`src/rtl/pc_gen.sv`:
```
// pc_gen: front-end program counter with prioritised redirects, boot/halt FSM
// Optional misaligned-target detection under PC_MISALIGN_CHK_EN
module pc_gen #(
  parameter int              XLEN       = 32,
  parameter logic [XLEN-1:0] RST_ADDR   = '0,
  parameter int              INST_BYTES = 4
) (
  input  logic            clk,
  input  logic            rst_n,
  input  logic            boot_en,
  input  logic            halt_req,
  input  logic            trap_flag,
  input  logic [XLEN-1:0] trap_addr,
  input  logic            flush_flag,
  input  logic [XLEN-1:0] flush_addr,
  input  logic            bj_flag,
  input  logic [XLEN-1:0] bj_addr,
  input  logic            pipe_stall,
  input  logic            iram_ready,
  output logic            iram_en,
  output logic [XLEN-1:0] pc_o,
  output logic            redirect_o,
  output logic [1:0]      state_o
`ifdef PC_MISALIGN_CHK_EN
  ,
  output logic            misalign_o
`endif
);

  typedef enum logic [1:0] {
    IDLE = 2'd0,
    RUN  = 2'd1,
    HALT = 2'd2
  } state_t;

  localparam logic [XLEN-1:0] STEP =
    XLEN'(INST_BYTES);

  state_t          state_q;
  state_t          state_d;
  logic [XLEN-1:0] pc_q;
  logic [XLEN-1:0] pc_d;
  logic            redir_q;
  logic            redir_d;
  logic            fetch_blk;
  logic            accept;
  logic            sel_trap;
  logic            sel_flush;
  logic            sel_bj;
  logic            sel_inc;
  logic            any_redir;
  logic [XLEN-1:0] tgt;

`ifdef PC_MISALIGN_CHK_EN
  localparam bit CHK_B1 = (INST_BYTES == 4);

  logic mis_q;
  logic mis_d;
  logic tgt_bad;

  assign tgt_bad   = tgt[0] | (CHK_B1 & tgt[1]);
  assign fetch_blk = mis_q;
  assign misalign_o = mis_q;
`else
  assign fetch_blk = 1'b0;
`endif

  // fetch request is live only while running, unstalled and out of reset
  always_comb begin
    iram_en = 1'b0;
    if (rst_n && state_q == RUN
        && !pipe_stall && !fetch_blk)
      iram_en = 1'b1;
  end

  assign accept = iram_en & iram_ready;

  // redirect source selection: trap wakes HALT, others only act in RUN
  always_comb begin
    sel_trap  = 1'b0;
    sel_flush = 1'b0;
    sel_bj    = 1'b0;
    unique case (state_q)
      RUN: begin
        sel_trap  = trap_flag;
        sel_flush = !trap_flag && flush_flag;
        sel_bj    = !trap_flag && !flush_flag
                    && bj_flag;
      end
      HALT: sel_trap = trap_flag;
      default: ;
    endcase
  end

  assign any_redir = sel_trap | sel_flush | sel_bj;
  assign sel_inc   = accept & ~any_redir;

  // chosen redirect target, zero when nothing redirects
  always_comb begin
    tgt = '0;
    unique case (1'b1)
      sel_trap:  tgt = trap_addr;
      sel_flush: tgt = flush_addr;
      sel_bj:    tgt = bj_addr;
      default:   tgt = '0;
    endcase
  end

  // next PC: redirect beats increment beats hold; increment wraps
  always_comb begin
    pc_d    = pc_q;
    redir_d = 1'b0;
    unique case (1'b1)
      any_redir: begin
        pc_d    = tgt;
        redir_d = 1'b1;
      end
      sel_inc:  pc_d = pc_q + STEP;
      default:  pc_d = pc_q;
    endcase
  end

`ifdef PC_MISALIGN_CHK_EN
  // misalign flag follows the alignment of the most recent redirect
  always_comb begin
    mis_d = mis_q;
    if (any_redir)
      mis_d = tgt_bad;
  end
`endif

  // fetch FSM next state; the spare encoding falls back to IDLE
  always_comb begin
    state_d = state_q;
    unique case (state_q)
      IDLE: begin
        if (boot_en)
          state_d = RUN;
      end
      RUN: begin
        if (halt_req && !trap_flag)
          state_d = HALT;
      end
      HALT: begin
        if (!halt_req || trap_flag)
          state_d = RUN;
      end
      default: state_d = IDLE;
    endcase
  end

  // architectural state registers with synchronous reset
  always_ff @(posedge clk) begin
    if (!rst_n) begin
      state_q <= IDLE;
      pc_q    <= RST_ADDR;
      redir_q <= 1'b0;
`ifdef PC_MISALIGN_CHK_EN
      mis_q   <= 1'b0;
`endif
    end else begin
      state_q <= state_d;
      pc_q    <= pc_d;
      redir_q <= redir_d;
`ifdef PC_MISALIGN_CHK_EN
      mis_q   <= mis_d;
`endif
    end
  end

  assign pc_o       = pc_q;
  assign redirect_o = redir_q;
  assign state_o    = state_q;

endmodule

```
`config.mk`:
```
export PLATFORM = sky130hd
export DESIGN_NAME = pc_gen
export DESIGN_NICKNAME = d
export VERILOG_FILES = /design/src/rtl/pc_gen.sv
export SDC_FILE = /design/constraint.sdc
export NUM_CORES = 1
export LEC_CHECK = 0
export CAP_MARGIN = 25
export CELL_PAD_IN_SITES_DETAIL_PLACEMENT = 1
export CELL_PAD_IN_SITES_GLOBAL_PLACEMENT = 1
export CORE_ASPECT_RATIO = 0.9
export CORE_MARGIN = 2
export CORE_UTILIZATION = 28
export DETAILED_ROUTE_END_ITERATION = 10
export GPL_ROUTABILITY_DRIVEN = 0
export PLACE_DENSITY = 0.95
export SLEW_MARGIN = 10
export SYNTH_ARGS = -nofsm -noshare
export SYNTH_HDL_FRONTEND = slang
export SYNTH_SLANG_ARGS = --single-unit
```
`constraint.sdc`:
```
create_clock -name clk -period 3.65 [get_ports clk]
set_clock_uncertainty 0.1 [all_clocks]
set_input_delay 0.365 -clock clk [delete_from_list [all_inputs] [get_ports clk]]
set_output_delay 0.365 -clock clk [all_outputs]
set_load 0.005 [all_outputs]
```
==> flow_metrics.env <==
export IMPL_worstSetupPathType="flip-flop to flip-flop"
export IMPL_rr_worst_depth=7
export IMPL_worst_pin_slew_ps=963
export IMPL_power_density_nw_per_um2=504
export IMPL_worstSetupStartpointType="flip-flop"
export IMPL_setup_viol=0
export IMPL_portBuffers=140
export IMPL_initialDrtViolationCount=94
export IMPL_yosys_top_cells_area="dfxtp_1 31%, xnor2_1 8.5%, a22o_1 8.1%"
export IMPL_ios=141
export IMPL_multi_input_area_um2=1440
export IMPL_endpoint_kind="flip-flop"
export IMPL_startpoint="state_o[1]"
export IMPL_drc=0
export IMPL_use_met2=0.384
export IMPL_ir_drop_v=0.000242
export IMPL_design_core_area_um2=7950
export IMPL_synth_nets=372
export IMPL_r2r_end="pc_o[8]"
export IMPL_use_met1=0.227
export IMPL_antenna_found_initial=0
export IMPL_cts_setup_buffers=0
export IMPL_required_ps=3760
export IMPL_yosysSeqAreaShare=0.310
export IMPL_area_growth_pct=69.0
export IMPL_hold_viol_final=0
export IMPL_crit_end="pc_o[8]"
export IMPL_viasPerCell=5.46
export IMPL_ant_nets=0
export IMPL_yosysTopAreaCell="dfxtp_1"
export IMPL_gr_max_usage_layer="met2"
export IMPL_ys_seq_elements=35
export IMPL_drv_cap=0
export IMPL_grt_pass1_vias=2855
export IMPL_period_share=0.744
export IMPL_grt_start_max_net_pins=38
export IMPL_dp_hpwl_um=7210
export IMPL_syn_inst=262
export IMPL_first_pass_iters=6
export IMPL_seqCellArea_um2=701
export IMPL_synth_top_cell_area_share=0.310
export IMPL_crit_fanout=24
export IMPL_syn_area_per_cell_um2=8.63
export IMPL_yosysMostFrequentCell="dfxtp_1"
export IMPL_period_minus_slack_ps=2710
export IMPL_ctsResizeCount=0
export IMPL_tritoncts="built"
export IMPL_met3_usage=0.0508
export IMPL_cts_buffer_depth=2
export IMPL_place_inst=484
export IMPL_path_clk_slew_ps=80
export IMPL_power_uw=1930
export IMPL_crit_reg2reg_launch="state_o[1]"
export IMPL_synth_edf_count=0
export IMPL_layout_drive_gt1_share=0.0509
export IMPL_cts_made_buffers=5
export IMPL_start_util=0.285
export IMPL_htreeDepth=2
export IMPL_ctsHoldBuffers=0
export IMPL_wl_per_cell_um=18.9
export IMPL_num_fill_cells=935
export IMPL_arrival_ps=2820
export IMPL_clock_sinks=35
export IMPL_n_antenna_cell=0
export IMPL_drv_slew=0
export IMPL_fin_ws_ps=936
export IMPL_die_y_um=89.3
export IMPL_grt_pass1_wl_um=14200
export IMPL_cts_root_buffer="clkbuf_8"
export IMPL_r2r_slack_ps=940
export IMPL_outcome="completed"
export IMPL_rows=31
export IMPL_post_place_ws_ps=831
export IMPL_yosys_most_used_dff="dfxtp_1"
export IMPL_p_leak_uw=0.00128
export IMPL_routed_wl_um=9290
export IMPL_grt_usage=0.204
export IMPL_final_nets=502
export IMPL_fin_tns_setup_ps=0
export IMPL_slew_headroom=0.358
export IMPL_worstSkewPairLatency_ps=300
export IMPL_vias=2685
export IMPL_die_w_um=98.7
export IMPL_gr_total_overflow=0
export IMPL_stdcell_count=492
export IMPL_synth_cell_types=41
export IMPL_die_area_um2=8810
export IMPL_async_reset_ff_frac=0
export IMPL_ys_warn_count=0
export IMPL_synth_common_cells="35 x dfxtp_1, 24 x o22ai_1, 22 x xnor2_1"
export IMPL_clock_fmax_ghz=0.368
export IMPL_worst_hold_path_type="flip-flop to flip-flop"
export IMPL_netlist_area_um2=2260
export IMPL_rsz0062_at_grt="false"
cell type report:
class | count | area share
flip-flops and latches | 35 | 0.183
clock inverters | 3 | 0.00524
multi-input cells | 198 | 0.378
inverters | 9 | 0.00884
repair buffers | 143 | 0.374
well taps | 99 | 0.0324
clock buffers | 5 | 0.0180
cells by family (layout without fill, tap and decap cells):
group                    count (synthesis)  after routing  synth area share
AND/OR/NAND/NOR                         77             77             0.211
XOR/XNOR                                29             29             0.112
buffers and inverters                   29            160            0.0520
flip-flops                              35             35             0.310
multiplexers                             3              3            0.0144
AO/OA/AOI/OAI                           84             84             0.273
adder cells (fa/ha/maj)                  5              5            0.0277
flip-flops by register name, summed over array words and instances, names as in the netlist:
register / count
pc_o: 32
state_o: 2
redirect_o: 1
layer usage:
layer / vias to the layer above / share of wire
li1: 1273 / -
met1: 1296 / 0.41
met2: 101 / 0.50
met3: 15 / 0.071
met4: 0 / 0.016
met5: - / 0
worst max-delay path, cell delays in order (launching register included):
cell and delay, ps:
dfxtp_1 380, inv_1 90, ha_1 260, nor2b_1 180, o21ai_0 130, and2_1 480, nand2_1 640, o22ai_1 360
report_power, final:
group	total, µW	leakage (µW)	switching [µW]	internal [µW]
logic	968	0.000953	421	547
clock network	295	0.0000402	162	133
registers	665	0.000287	158	507
total	1930	0.00128	741	1190
worst min-delay path by stage:
stage	cells past startpoint	startpoint	to
global route	2	pc_o[0]	pc_o[0]
detailed placement	2	pc_o[0]	pc_o[0]
floorplan	2	pc_o[0]	pc_o[0]
global placement	2	pc_o[1]	pc_o[1]
finish	2	pc_o[0]	pc_o[0]
CTS	2	pc_o[0]	pc_o[0]
cells in the final DEF (no fill, tap or decap), types with 2 or more instances in the layout:
cell and n:
a22o_1 21, nor4_4 2, or3_1 3, nand4_1 6
inv_1 8, o22ai_1 24, a221oi_1 7, nor2_1 12
mux2_2 2, xor2_1 7, nand3_1 7, o21ai_0 3
ha_1 5, a222oi_1 9, and4_1 5, clkbuf_8 5
clkdlybuf4s50_1 140, a21o_1 2, nor4_1 5, buf_4 2
dfxtp_1 35, clkinvlp_4 2, a21oi_1 16, nor3_1 9
nor4_2 2, and2_1 4, xnor2_1 22, nand2_1 12
per-stage QoR:
stage,cell area [µm²],util,hold slack (ps)
2_1_floorplan,2260,-,393
3_3_place_gp,3720,0.468,392
3_5_place_dp,3730,0.470,399
4_1_cts,3820,0.481,430
5_1_grt,3820,0.481,466
6_report,3820,0.481,426
Power figures use the tool's default switching activity.
==> RTL edit (same flow settings) <==
`XLEN`: 32 -> 28.
--- a/src/rtl/pc_gen.sv
+++ b/src/rtl/pc_gen.sv
@@ -1,7 +1,7 @@
 // pc_gen: front-end program counter with prioritised redirects, boot/halt FSM
 // Optional misaligned-target detection under PC_MISALIGN_CHK_EN
 module pc_gen #(
-  parameter int              XLEN       = 32,
+  parameter int              XLEN       = 28,
   parameter logic [XLEN-1:0] RST_ADDR   = '0,
   parameter int              INST_BYTES = 4
 ) (
Ports: changed (resized bj_addr, flush_addr, pc_o and trap_addr); port bits go from 141 to 125. The function was not compared with the original's and may differ.
==> RTL edit against the unedited design <==
  * Synthesized area is 4.9% lower
  * Design area down 6.8%
  * Final cell count down 4.9%
  * Sequential cell count shrank 4
  * Sequential power decreased by 11%
  * Total power fell by 9.2%
  * Setup slack got worse by 2.1 ps
  * Wire length is 3.6% lower
  * Synthesized cell count down 2.7%
==> RTL edit: results (changes against the unedited design) <==
Global routing
  • Initial antenna violation count: 0 (unchanged)
  • Vias in the first global route: 2756 (was 2855)
  • First-pass GRT wire length: 14000 um (was 14200 um)
  • Largest net degree at the start of global routing: 28 (was 38)
  • Gr usage total: 0.216 (was 0.204)

Synthesis
  • Post-synth EDFFs: 0 (unchanged)
  • Asr flop ratio synth: 0 (unchanged)
  • Post-Syn Nets: 353 (was 372)
  • Area leader, netlist: dfxtp_1 (unchanged)
  • Area contributors post-synth: dfxtp_1 (29%), a222oi_1 (8.4%), o211ai_1 (4.2%) (was dfxtp_1 (31%), xnor2_1 (8.5%), a22o_1 (8.1%))
  • Post-synthesis mux area share: 0.00988 (was 0.0144)
  • Synth top cells by count: dfxtp_1 (31), a222oi_1 (18), nand2_1 (17) (was dfxtp_1 (35), o22ai_1 (24), xnor2_1 (22))
  • Post-Synth XOR/XNOR Area: 0.0326 (was 0.112)
  • Synth unique cells: 56 (was 41)
  • Sequential area share after synthesis: 0.288 (was 0.310)
  • Synth Area in Compound Gates: 0.321 (was 0.273)
  • Post-Synth Adder-Cell Area: 0.0291 (was 0.0277)
  • Yosys warns: 0 (unchanged)

Cells and area
  • Largest register FFs: 28 (was 32)
  • Filler cell count: 881 (was 935)
  • Diodes inserted: 0 (unchanged)
  • Layout net count: 469 (was 502)
  • Share of cells above drive strength 1: 0.0511 (was 0.0509)

Clock network
  • Clock buffer depth: 2 (unchanged)
  • Clk slew on worst S/H paths: 70 ps
  • Total CTS buffers: 5 (unchanged)
  • H-tree Lvls: 2 (unchanged)
  • Hold-fix buffers at CTS: 0 (unchanged)
  • Worst-skew pair later-pin latency: 290 ps
  • Post-CTS Resized: 0 (unchanged)
  • Post-CTS Setup Bufs: 0 (unchanged)
  • Clock Tree Root: clkbuf_8 (unchanged)

Critical path
  • Largest fanout on the critical path: 16 (was 24)
  • Crit-path max cell delay: 810 ps (was 640 ps)
  • Critical Path AT: 2810 ps (was 2820 ps)
  • Critical path's slowest cell: or4_1 (was nand2_1)

Place
  • Port bufs: 124 (was 140)
  • Placement-stage worst setup slack: 808 ps (was 831 ps)
  • Dpl hpwl: 6820 um (was 7210 um)

Timing
  • Setup TNS: 0 ps (unchanged)
  • Worst Tran Pin Value: 982 ps (was 963 ps)

Route
  • Vias after detailed routing: 2696 (was 2685)
  • TritonRoute pass-1 iters: 5 (was 6)
  • WL final: 8960 um (was 9290 um)
  • Remaining DRCs: 0 (unchanged)
  • DR iter-0 viols: 157 (was 94)

Min path
  • Hold WC Path Type: register to register (unchanged)

Power
  • Worst vdd ir: 220 uV (was 242 uV)
  • P_leak: 1.24 nW (was 1.28 nW)

Outcome
  • Status: finished, final reports clean (unchanged)
## RTL edit: cell families (layout without fill, tap and decap cells)
kind of cell             count (synthesis)  count (layout)
flip-flops                              31              31
AND/OR/NAND/NOR                         93              93
AO/OA/AOI/OAI                           86              86
XOR/XNOR                                 8               8
multiplexers                             2               2
adder cells (fa/ha/maj)                  5               5
buffers and inverters                   30             147
## RTL edit: metrics by stage
stage          hold slack [ps]  cell area [um^2]  std cells  utilization
6_report                   374              3560        468        0.475
5_1_grt                    398              3560        468        0.475
4_1_cts                    378              3560        468        0.475
3_5_place_dp               368              3480        460        0.464
3_3_place_gp               344              3480        460        0.464
2_1_floorplan              353              2150        255            -
## RTL edit: layout make-up
class,instances,area share
Clock inverter,1,0.00140
Clock buffer,7,0.0214
Inverter,9,0.00948
Timing Repair Buffer,130,0.361
Multi-Input combinational cell,194,0.399
Tap cell,96,0.0337
Sequential cell,31,0.174
## RTL edit: metal layers
layer | vias up | wire, um | track usage
li1 | 1273 | - | -
met1 | 1304 | 3560 | 0.246
met5 | - | 0 | 0
met3 | 12 | 804 | 0.0693
met2 | 107 | 4440 | 0.384
met4 | 0 | 151 | 0.0627
## RTL edit: final timing paths
check	startpoint	end	slack, ps	cells after the start
worst max-delay path	state_o[1]	pc_o[13]	930	6
worst min-delay path	pc_o[0]	pc_o[0]	370	2
worst min register to register	pc_o[0]	pc_o[0]	370	2
worst max register to register	state_o[1]	pc_o[13]	930	6
## RTL edit: where the power goes
group          internal, W  switching, W  total (W)  leakage (nW)
Sequential        0.000448      0.000147   0.000595         0.254
Combinational     0.000489      0.000395   0.000885         0.943
Clock             0.000134      0.000137   0.000270        0.0422
## RTL edit: worst max-delay path, delay by kind of cell (launching register included)
family,cells,cell delay [ps]
buf+inv,1,110
fa+ha+maj,1,340
simple gates,3,1440
compound gates,1,290
flops,1,340
